<file path="src/rtl/seg_scan_driver_pkg.sv">
// Shared types and constants for the two-digit seven-segment scanner.
// Holds the scan state encoding, blank patterns and the active-low hex font.
package seg_scan_driver_pkg;

    typedef enum logic [2:0] {
        S_IDLE,
        S_BLANK0,
        S_SHOW0,
        S_BLANK1,
        S_SHOW1
    } state_t;

    localparam logic [6:0] SEG_OFF  = 7'h7F;
    localparam logic [3:0] AN_OFF   = 4'hF;
    localparam logic [3:0] AN_SHOW0 = 4'b1110;
    localparam logic [3:0] AN_SHOW1 = 4'b1101;

    // Cathode patterns {g,f,e,d,c,b,a}, active-low, indexed by nibble value.
    localparam logic [6:0] HEX7SEG_ROM [16] = '{
        7'b1000000, 7'b1111001, 7'b0100100, 7'b0110000,
        7'b0011001, 7'b0010010, 7'b0000010, 7'b1111000,
        7'b0000000, 7'b0010000, 7'b0001000, 7'b0000011,
        7'b1000110, 7'b0100001, 7'b0000110, 7'b0001110
    };

endpackage

</file>
<file path="src/rtl/hex7seg_decoder.sv">
// Nibble to active-low seven-segment pattern lookup.
// Latency: combinational; no backpressure.
module hex7seg_decoder
    import seg_scan_driver_pkg::*;
(
    input  logic [3:0] digit,
    output logic [6:0] seg
);

    assign seg = HEX7SEG_ROM[digit];

endmodule

</file>
<file path="src/rtl/seg_scan_driver.sv">
// Time-multiplexes two hex digits onto Basys3 anodes 0/1 with a blank guard before each digit.
// Latency: all outputs registered, one digit per BlankCycles+ShowCycles; no backpressure.
module seg_scan_driver
    import seg_scan_driver_pkg::*;
#(
    parameter int ShowCycles  = 100000,
    parameter int BlankCycles = 16
) (
    input  logic       Clock,
    input  logic       nReset,
    input  logic       Enable,
    input  logic [3:0] DataIn,
    output logic       Selector,
    output logic [6:0] Seg,
    output logic [3:0] An,
    output logic       Dp
);

    localparam int MaxCycles = (ShowCycles > BlankCycles) ? ShowCycles : BlankCycles;
    localparam int CntW      = $clog2(MaxCycles);
    localparam logic [CntW-1:0] BlankLast = CntW'(BlankCycles - 1);
    localparam logic [CntW-1:0] ShowLast  = CntW'(ShowCycles - 1);

    state_t          state;
    logic [CntW-1:0] cnt;
    logic [3:0]      digit_reg;
    logic            capture;
    logic [3:0]      dec_in;
    logic [6:0]      dec_seg;

    // On the capture cycle decode the live mux output so Seg is valid on the first SHOW cycle.
    assign capture = ((state == S_BLANK0) || (state == S_BLANK1)) && (cnt == BlankLast);
    assign dec_in  = capture ? DataIn : digit_reg;
    assign Dp      = 1'b1;

    hex7seg_decoder u_dec (
        .digit (dec_in),
        .seg   (dec_seg)
    );

    always_ff @(posedge Clock or negedge nReset) begin
        if (!nReset) begin
            state     <= S_IDLE;
            cnt       <= '0;
            digit_reg <= 4'h0;
            Selector  <= 1'b0;
            An        <= AN_OFF;
            Seg       <= SEG_OFF;
        end else if (!Enable) begin
            state    <= S_IDLE;
            cnt      <= '0;
            Selector <= 1'b0;
            An       <= AN_OFF;
            Seg      <= SEG_OFF;
        end else begin
            case (state)
                S_IDLE: begin
                    state    <= S_BLANK0;
                    cnt      <= '0;
                    Selector <= 1'b0;
                    An       <= AN_OFF;
                end
                S_BLANK0, S_BLANK1: begin
                    if (capture) begin
                        digit_reg <= DataIn;
                        Seg       <= dec_seg;
                        An        <= (state == S_BLANK0) ? AN_SHOW0 : AN_SHOW1;
                        state     <= (state == S_BLANK0) ? S_SHOW0 : S_SHOW1;
                        cnt       <= '0;
                    end else begin
                        cnt <= cnt + CntW'(1);
                    end
                end
                S_SHOW0, S_SHOW1: begin
                    Seg <= dec_seg;
                    if (cnt == ShowLast) begin
                        Selector <= (state == S_SHOW0);
                        An       <= AN_OFF;
                        state    <= (state == S_SHOW0) ? S_BLANK1 : S_BLANK0;
                        cnt      <= '0;
                    end else begin
                        cnt <= cnt + CntW'(1);
                    end
                end
                default: begin
                    state <= S_IDLE;
                    cnt   <= '0;
                end
            endcase
        end
    end

endmodule

</file>
<file path="config.mk">
export PLATFORM = sky130hd
export DESIGN_NAME = seg_scan_driver
export DESIGN_NICKNAME = d
export VERILOG_FILES = /design/src/rtl/seg_scan_driver_pkg.sv /design/src/rtl/hex7seg_decoder.sv /design/src/rtl/seg_scan_driver.sv
export SDC_FILE = /design/constraint.sdc
export NUM_CORES = 1
export LEC_CHECK = 0
export BUFFER_PORTS_ARGS = -buffer_cell sky130_fd_sc_hd__clkbuf_2
export CAP_MARGIN = 20
export CORE_AREA = 4 4 73 75
export CTS_BUF_LIST = sky130_fd_sc_hd__clkbuf_2 sky130_fd_sc_hd__clkbuf_4 sky130_fd_sc_hd__clkbuf_8
export DETAILED_ROUTE_END_ITERATION = 16
export DIE_AREA = 0 0 77 79
export GPL_ROUTABILITY_DRIVEN = 0
export PLACE_DENSITY = 0.58
export SLEW_MARGIN = 10
export SYNTH_ARGS = -nofsm -noshare
export SYNTH_HDL_FRONTEND = slang
export SYNTH_HIERARCHICAL = 1
export SYNTH_SLANG_ARGS = --single-unit
</file>
<file path="constraint.sdc">
create_clock -name Clock -period 4.95 [get_ports Clock]
set_input_delay 0.2475 -clock Clock [delete_from_list [all_inputs] [get_ports Clock]]
set_output_delay 0.2475 -clock Clock [all_outputs]
set_load 0.01 [all_outputs]
</file>
# == After elaboration in Yosys (flattened, before gate mapping) ==
# Memory sizes are Yosys's and may differ from the RTL's.
# Cells that the tools add are included.
# W data, S select, Z words.
# word_totals
output_inout_bits,13
word_cells,55
mem_bits_ro,112
in_bits,7
memories,1
regBits,36
# classes
n_mux,24
n_addsub,1
eq_ne,11
n_lt_le_gt_ge,1
bitwise,1
n_reduce_logical,10
# mem_list
memory,depth,word_bits,rd,rd_ports_with_merged_regs,write_ports,line_no,source
(name not given),16,7,1,0,0,hex7seg_decoder.sv:10,assign seg = HEX7SEG_ROM[digit];
# op_table
operator,n
$mux W17,3
$pmux W17 S2,1
$mux W7,4
$add A17 B1 Y17 const B,1
$eq A17 B17 Y1 const B,1
$eq A17 B4 Y1 const B,1
$mux W4,4
$pmux W7 S2,1
$mux W3,4
$pmux W4 S3,1
$pmux W3 S3,1
$reduce_and A2 Y1,4
$eq A3 B2 Y1 const B,2
$ne A3 B1 Y1 const B,2
$ne A3 B3 Y1 const B,2
$ge A5 B5 Y1 const B,1
$not A4 Y5,1
$mux W2,2
$ne A4 B1 Y1 const B,1
$reduce_or A2 Y1,2
$eq A3 B1 Y1 const B,1
$eq A3 B3 Y1 const B,1
$logic_not A3 Y1,1
$reduce_and A3 Y1,1
4 further kinds,5

# == Longest topological paths before layout ==
# Gate-level depths: netlist of the first run.
# logic_depth
depth_word,11
mapped_depth,12
ltp_nobuf,12

# == By module ==
# The synthesis of the first run kept the hierarchy.
# modules_own_cells
module,cells_per_inst,seq_area_each_um2,area_per_inst_um2,instances
seg_scan_driver,161,862.1,1791.7,1
hex7seg_decoder,32,0.0,275.3,1

# == Worst setup path after synthesis of the first run ==
# No wires, ideal clock.
# synth_timing
kind,register to register
startpoint,reg cnt[0]
endpoint,reg Seg[0]
t_required_ps,4888
path_slack_ps,2243
path_buffers,0
period_less_slack_ps,2707
stages_incl_launch_ff,13
t_arrival_ps,2645
setup_time_ps,62
path_cell_list,dfrtp_1 -> ha_1 -> and4bb_2 -> nand4_4 -> nor2_4 -> mux2_2 -> inv_1 -> ha_1 -> and2b_2 -> or3b_1 -> o21ai_0 -> mux2i_1 -> nand2_1
# synth_via
elab_chain_cells,10
word_cells_on_any_way,12
cone_classes,2 x eq/ne; 6 x mux; 1 x bitwise; 2 x reduce/logical; 1 x memory
# synth_lines
element,line_no,source
from (decl),seg_scan_driver.sv:25,logic [CntW-1:0] cnt;
from (signal assigned),seg_scan_driver.sv:71,cnt <= cnt + CntW'(1);
from (signal assigned),seg_scan_driver.sv:82,cnt <= cnt + CntW'(1);
$eq A17 B4 Y1 (*),seg_scan_driver.sv:32,assign capture = ((state == S_BLANK0) || (state == S_BLANK1)) && (cnt == BlankLast);
$logic_and A1 B1 Y1 (*),seg_scan_driver.sv:32,
$mux W4 (*),n/a,
named net dec_in[1],seg_scan_driver.sv:28,logic [3:0] dec_in;
$not A4 Y5 (not written as such) (*),hex7seg_decoder.sv:10,
$mem_v2 Z16 W7 (*),n/a,
$mux W7 (not written as such) (*) (2 in series),hex7seg_decoder.sv:10,
named net dec_seg[0],seg_scan_driver.sv:29,logic [6:0] dec_seg;
$mux W7,seg_scan_driver.sv:64,if (capture) begin
$pmux W7 S2 (*),seg_scan_driver.sv:56,case (state)
$mux W7 (*),seg_scan_driver.sv:49,end else if (!Enable) begin
to (signal assigned),seg_scan_driver.sv:66,Seg <= dec_seg;
to (signal assigned),seg_scan_driver.sv:75,Seg <= dec_seg;
to (decl),seg_scan_driver.sv:14,"output logic [6:0] Seg,"
# Mark *: on every way through the listed nets, which the timed path passes. The rest lies on a longest branch. The select of a mux whose other input is x is not followed.
# A chain may end at the register's enable or synchronous reset.

# == Worst setup path in the final report of the first run ==
# Ends and elaborated chain as after synthesis.

==> results of run 1 <==
==> path summary, 6_finish.rpt <==
| check | from | end | slack, ps |
|---|---|---|---|
| worst min-delay path | nReset | state[1] | 50 |
| worst min register to register | Selector | Selector | 490 |
| worst max register to register | cnt[0] | Seg[0] | 1940 |
| worst max-delay path | cnt[0] | Seg[0] | 1940 |
| max in group asynchronous | nReset | cnt[15] | 4380 |
| min in group Clock | DataIn[1] | digit_reg[1] | 180 |
==> metal layers <==
layer | up-vias | share of wire (%) | global-route usage, %
met1 | 679 | 48 | 18.02
li1 | 688 | - | -
met2 | 23 | 46 | 20.99
met5 | - | 0 | 0
met3 | 6 | 4.6 | 3.855
met4 | 0 | 1.6 | 5.338
==> final cells by class <==
class,count,area share (%)
sequential,34,38.09
clock buffer,8,4.865
timing repair buffer,16,3.538
inverter,6,0.9950
tap,54,2.985
multi-input combinational,145,49.53
==> where the power goes <==
| part | switching, W | internal (W) |
|---|---|---|
| Clock | 0.0000988 | 0.000140 |
| Combinational | 0.0000165 | 0.00000626 |
| Sequential | 0.00000177 | 0.000280 |
| Total | 0.000117 | 0.000427 |
==> cell usage after synthesis (2+ instances only) <==
cell type | n | area [µm²]
a22o_1 | 2 | 17.52
nor4_2 | 2 | 25.02
ha_1 | 8 | 100.1
o21ai_4 | 2 | 32.53
nor3_1 | 6 | 30.03
xnor2_1 | 6 | 52.55
buf_4 | 4 | 30.03
nor2_1 | 25 | 93.84
xor2_1 | 11 | 96.34
a21oi_1 | 3 | 15.01
nor2_4 | 2 | 22.52
mux2i_1 | 11 | 110.1
inv_1 | 6 | 22.52
mux2_2 | 5 | 56.30
dfstp_2 | 9 | 236.5
o21ai_0 | 2 | 10.01
nand2_1 | 18 | 67.56
nand4_1 | 2 | 12.51
dfrtp_1 | 25 | 625.6
clkbuf_1 | 3 | 11.26
nand3_1 | 7 | 35.03
buf_6 | 2 | 22.52
nor3b_1 | 3 | 22.52
mux2_1 | 4 | 45.04
and3_1 | 2 | 12.51
a2bb2oi_1 | 2 | 17.52
==> stage by stage <==
stage | power, W | hold WS, ps | util (%) | cell area [µm²]
after floorplan | 0.0003008 | -48.09 | - | 2074
after global placement | 0.0003098 | 390.6 | 46.20 | 2153
after detailed placement | 0.0003105 | 400.9 | 46.20 | 2153
after CTS | 0.0005531 | 79.86 | 48.56 | 2263
after global routing | 0.0005694 | 108.9 | 48.56 | 2263
final | 0.0005437 | 45.03 | 48.56 | 2263
==> critical path, cell delays in order, from the launching register on <==
cell,delay (ps)
dfrtp_1,390
ha_1,230
and4bb_2,280
nand4_4,170
nor2_4,230
mux2_2,420
inv_1,180
ha_1,210
and2b_2,230
or3b_1,360
o21ai_0,80
mux2i_1,90
nand2_1,80
==> logic make-up after synthesis <==
logic type	count (synthesis)
AO/OA/AOI/OAI	17
XOR/XNOR	17
adder cells (fa/ha/maj)	8
buffers and inverters	16
flip-flops	34
multiplexers	21
other	1
AND/OR/NAND/NOR	79
==> out/results.txt, run 1 <==
Run status: completed
Worst EP arrival: 3240 ps
Clock Sinks: 34
PwrDens: 240.2 mW/mm²
Ys flop type: dfrtp_1
LEAKAGE: 0.9428 nW
Relative slew slack: 44.80%
Cell count after synthesis: 193
First-pass GRT wire length: 6527 µm
Buffers on Ports: 16
Post-synthesis mux area share: 11.50%
Seq/Total Area, Yosys: 41.71%
Post-synth EDFFs: 0
Depth of the most critical reg-to-reg path: 12
Fin cells: 263
Pin slew with the least headroom to its limit: 828.1 ps
Post-Synth Adder-Cell Area: 4.843%
Yosys cell types: 47
Worst min path class: input pin to asynchronous set/reset pin
Hold Fails Final Rpt: 0
Nets: 223
# rows: 25
Vias per inst: 5.308
Place WS: 1950 ps
Fin crit share: 60.89%
Initial Util: 44.35%
Core ar.: 0.004661 mm²
Inst Count DP: 255
Setup tns final: 0 ps
Largest family of logic cells by synthesized area: simple AND/OR/NAND/NOR gates
Post-Synth Simple-Gate Area: 22.40%
CTS tree: built
Max Slew Vio Count: 0
Clock skew: 8.495 ps
Residual DRC: 0
Final setup viols: 0
Cell area after synthesis: 0.002067 mm²
Drt wl/cell: 14.16 µm
Ant diodes: 0
Total gr overflow: 0
Die Wd: 77 µm
Final HPWL DP: 2703 µm
Initial antenna violation count: 0
H-Tree Depth: 2
Maximum vdd drop: 0.0001056 V
Synth-to-layout area growth: 9.504%
F_max: 0.3318 GHz
I/O pin cnt: 20
Clk Latency, worst-skew pair: 290 ps
Async SR Flop Fraction: 100.0%
Antenna Violating Nets Remaining: 0
Synth Area in XOR/XNOR: 7.203%
DRT iter0 DRCs: 27
Seq cells post-synth: 34
Share of cells above drive strength 1: 25.36%
DIE AREA: 0.006083 mm²
Clock Path Buffers: 2
Die height: 79 µm
Area of the multi-input gates: 0.001121 mm²
Clock root cell: clkbuf_8
Storage element area: 862.1 µm²
Vias in the first global route: 1368
Max cap viols: 0
Synth Area in Compound Gates: 7.748%
Syn avg cell area: 10.71 µm²
Post_cts resized: 0
Drt pass-1 iters: 4
Setup WS post-layout: 1936 ps
RSZ-0062 raised after global routing: false
Crit path capture type: register
Synth Warn #: 6
Commonest non-fill, non-tap cells in the layout: dfrtp_1, nor2_1, nand2_1, clkbuf_2
Hold buffer count at cts: 0
Clk slew on worst S/H paths: 70 ps
Crit start category: register
Vias post-DR: 1396
Min Clock Period, post-route: 3014 ps
Pin count of the biggest net entering global routing: 35
Final WL: 3725 µm
Fill cell count: 445
Setup CP Type: register to register
Post-CTS Setup Repair Bufs: 0
Max reg flops: 17
TritonCTS Buffers: 5
CP required: 5180 ps
Total track usage: 13.57%
CP Max Fanout: 7
Note: power is estimated with default switching activity, not from simulation.
==> run 2, diff against run 1 <==
- clock period: 4.95 -> 3.1 ns (I/O delays scaled with it)
==> run 2 against run 1 <==
  * Clock skew decreased by 1.4 ps
  * Routed wire length did not move
  * Die area unchanged
  * Core utilization up 0.75 points
  * Highest routed layer unchanged
==> out/results.txt, run 2 (synthesis results as in run 1) <==
Run status: completed
R2r setup slk: 200 ps (-1730 ps)
CP Max Fanout: 6 (-1)
Initial Util: 44.35% (unchanged)
Comb pwr share: 4.3% (about the same)
Design area: 0.002298 mm² (+1.5%)
DRT iter0 DRCs: 26 (-3.7%)
Worst min path class: input pin to register
Family with the most delay on the worst path: simple AND/OR/NAND/NOR gates
R2R Path End: Seg[0]
Clock skew: 7.052 ps (-1.443 ps)
CP max-delay cell: mux2_2
GR peak layer: met2
Core ar.: 0.004661 mm² (unchanged)
F_max: 0.3452 GHz (+4.0%)
PwrDens: 377.1 mW/mm² (+57%)
Total gr overflow: 0 (unchanged)
Clock Sinks: 34 (unchanged)
Clk Latency, worst-skew pair: 280 ps (about the same)
Clock Path Buffers: 2 (unchanged)
Final WL: 3725 µm (unchanged)
Drt pass-1 iters: 4 (unchanged)
Min Clock Period, post-route: 2897 ps (-117.0 ps)
Crit path largest cell delay: 420 ps (about the same)
Sequential share of power: 51.9% (about the same)
Met1 usage: 18.09% (+0.072 points)
Vias in the first global route: 1368 (unchanged)
Clock root cell: clkbuf_8
Worst Path Buf+Inv: 1 (unchanged)
CP required: 3330 ps (-1850 ps)
CTS tree: built
Worst EP arrival: 3120 ps (-120 ps)
Drt wl/cell: 13.95 µm (-1.5%)
Pin slew with the least headroom to its limit: 824.2 ps (-3.830 ps)
H-Tree Depth: 2 (unchanged)
First-pass GRT wire length: 6527 µm (unchanged)
Maximum vdd drop: 0.0001692 V (+60%)
DP Area: 0.002153 mm² (unchanged)
Pin count of the biggest net entering global routing: 35 (unchanged)
Nets: 227 (+1.8%)
Max cap viols: 0 (unchanged)
I/O pin cnt: 20 (unchanged)
Critical Path Stages: 12 (unchanged)
Worst Setup SP: cnt[0]
Vias per inst: 5.262 (-0.86%)
CP Cell Sequence: ha_2 > and4bb_2 > nand4_4 > nor2_4 > mux2_2 > inv_2 > ha_1 > and2b_2 > or3b_1 > o21ai_0 > mux2i_1 > nand2_1
Depth of the most critical reg-to-reg path: 12 (unchanged)
Residual DRC: 0 (unchanged)
LEAKAGE: 0.9603 nW (+1.9%)
Setup WS post-layout: 202.9 ps (-1733 ps)
DIE AREA: 0.006083 mm² (unchanged)
Die Wd: 77 µm (unchanged)
Met3 Track Usage GR: 3.741% (-0.11 points)
Worst setup endpoint: Seg[0]
# rows: 25 (unchanged)
Antenna Violating Nets Remaining: 0 (unchanged)
Met2 global-route usage: 20.99% (unchanged)
Clock share of power: 43.8% (-0.2 points)
Max reg flops: 17 (unchanged)
Switching Fraction: 21.28% (-0.24 points)
Reg-to-reg critical path startpoint: cnt[0]
Buffers on Ports: 16 (unchanged)
TritonCTS Buffers: 5 (unchanged)
Fin crit share: 93.45% (+33 points)
Setup CP Type: register to register
Initial antenna violation count: 0 (unchanged)
Clk slew on worst S/H paths: 70 ps (about the same)
Final hold slack: 93.57 ps (+48.55 ps)
Ant diodes: 0 (unchanged)
Relative slew slack: 45.05% (+0.26 points)
Int Power: 0.0006823 W (+60%)
Final HPWL DP: 2703 µm (unchanged)
Die height: 79 µm (unchanged)
Final setup viols: 0 (unchanged)
Commonest non-fill, non-tap cells in the layout: dfrtp_1, nor2_1, nand2_1, clkbuf_2
Hold Fails Final Rpt: 0 (unchanged)
Max Slew Vio Count: 0 (unchanged)
Place WS: 100.3 ps (-1850 ps)
Switch Pwr: 0.0001845 W (+58%)
Total track usage: 13.57% (unchanged)
Crit path capture type: register
Crit start category: register
Synth-to-layout area growth: 11.20%
Share of cells above drive strength 1: 27.23% (+1.9 points)
Vias post-DR: 1405 (+0.64%)
## run 2: layout make-up
type                            instances  area, µm²
Sequential cell                        34      862.1
Multi-Input combinational cell        145       1124
Inverter                                6      22.52
Tap cell                               54      67.56
Fill cell                             445       2362
Timing Repair Buffer                   20      112.6
Clock buffer                            8      110.1
## run 2: worst min path at each step
stage / startpoint / endpoint / cells past startpoint
after floorplan: nReset / Selector / 0
after global placement: nReset / cnt[6] / 1
after detailed placement: nReset / state[2] / 1
after CTS: DataIn[1] / digit_reg[1] / 2
after global routing: DataIn[1] / digit_reg[1] / 2
final: DataIn[1] / digit_reg[1] / 2
## run 2: metrics by stage
stage | util [%] | power [W] | instances | TNS [ps]
3_3_place_gp | 46.20 | 0.0004947 | 255 | 0
6_report | 49.32 | 0.0008668 | 267 | 0
2_1_floorplan | - | 0.0004803 | 195 | 0
4_1_cts | 48.78 | 0.0008842 | 264 | 0
3_5_place_dp | 46.20 | 0.0004959 | 255 | 0
5_1_grt | 49.32 | 0.0009104 | 267 | -2.178
## run 2: worst reg2reg max path, cell delays in order (launching register included)
cell	delay, ps
dfrtp_1	390
ha_2	220
and4bb_2	270
nand4_4	170
nor2_4	220
mux2_2	420
inv_2	120
ha_1	180
and2b_2	230
or3b_1	360
o21ai_0	80
mux2i_1	90
nand2_1	80
## run 2: power by group through the flow
stage	Combinational, W	Clock [W]	Sequential, W
2_1_floorplan	0.0000224	0	0.000458
3_3_place_gp	0.0000369	0	0.000458
3_5_place_dp	0.0000379	0	0.000458
4_1_cts	0.0000389	0.000395	0.000450
5_1_grt	0.0000431	0.000417	0.000451
6_report	0.0000374	0.000379	0.000450
## run 2: per-layer routing
layer | share of wire (%) | up-vias | wire length, µm
met5 | 0 | - | 0
met4 | 0.78 | 0 | 29
met3 | 4.2 | 4 | 156
met2 | 47 | 26 | 1753
met1 | 48 | 678 | 1784
li1 | - | 697 | -
## run 2: what timing repair did
action / CTS / global route
gates resized for setup: 0 / 2
setup endpoints to repair: 0 / 2
hold buffers: 1 / 0
buffers inserted: 0 / 3
hold endpoints to repair: 20 / 0
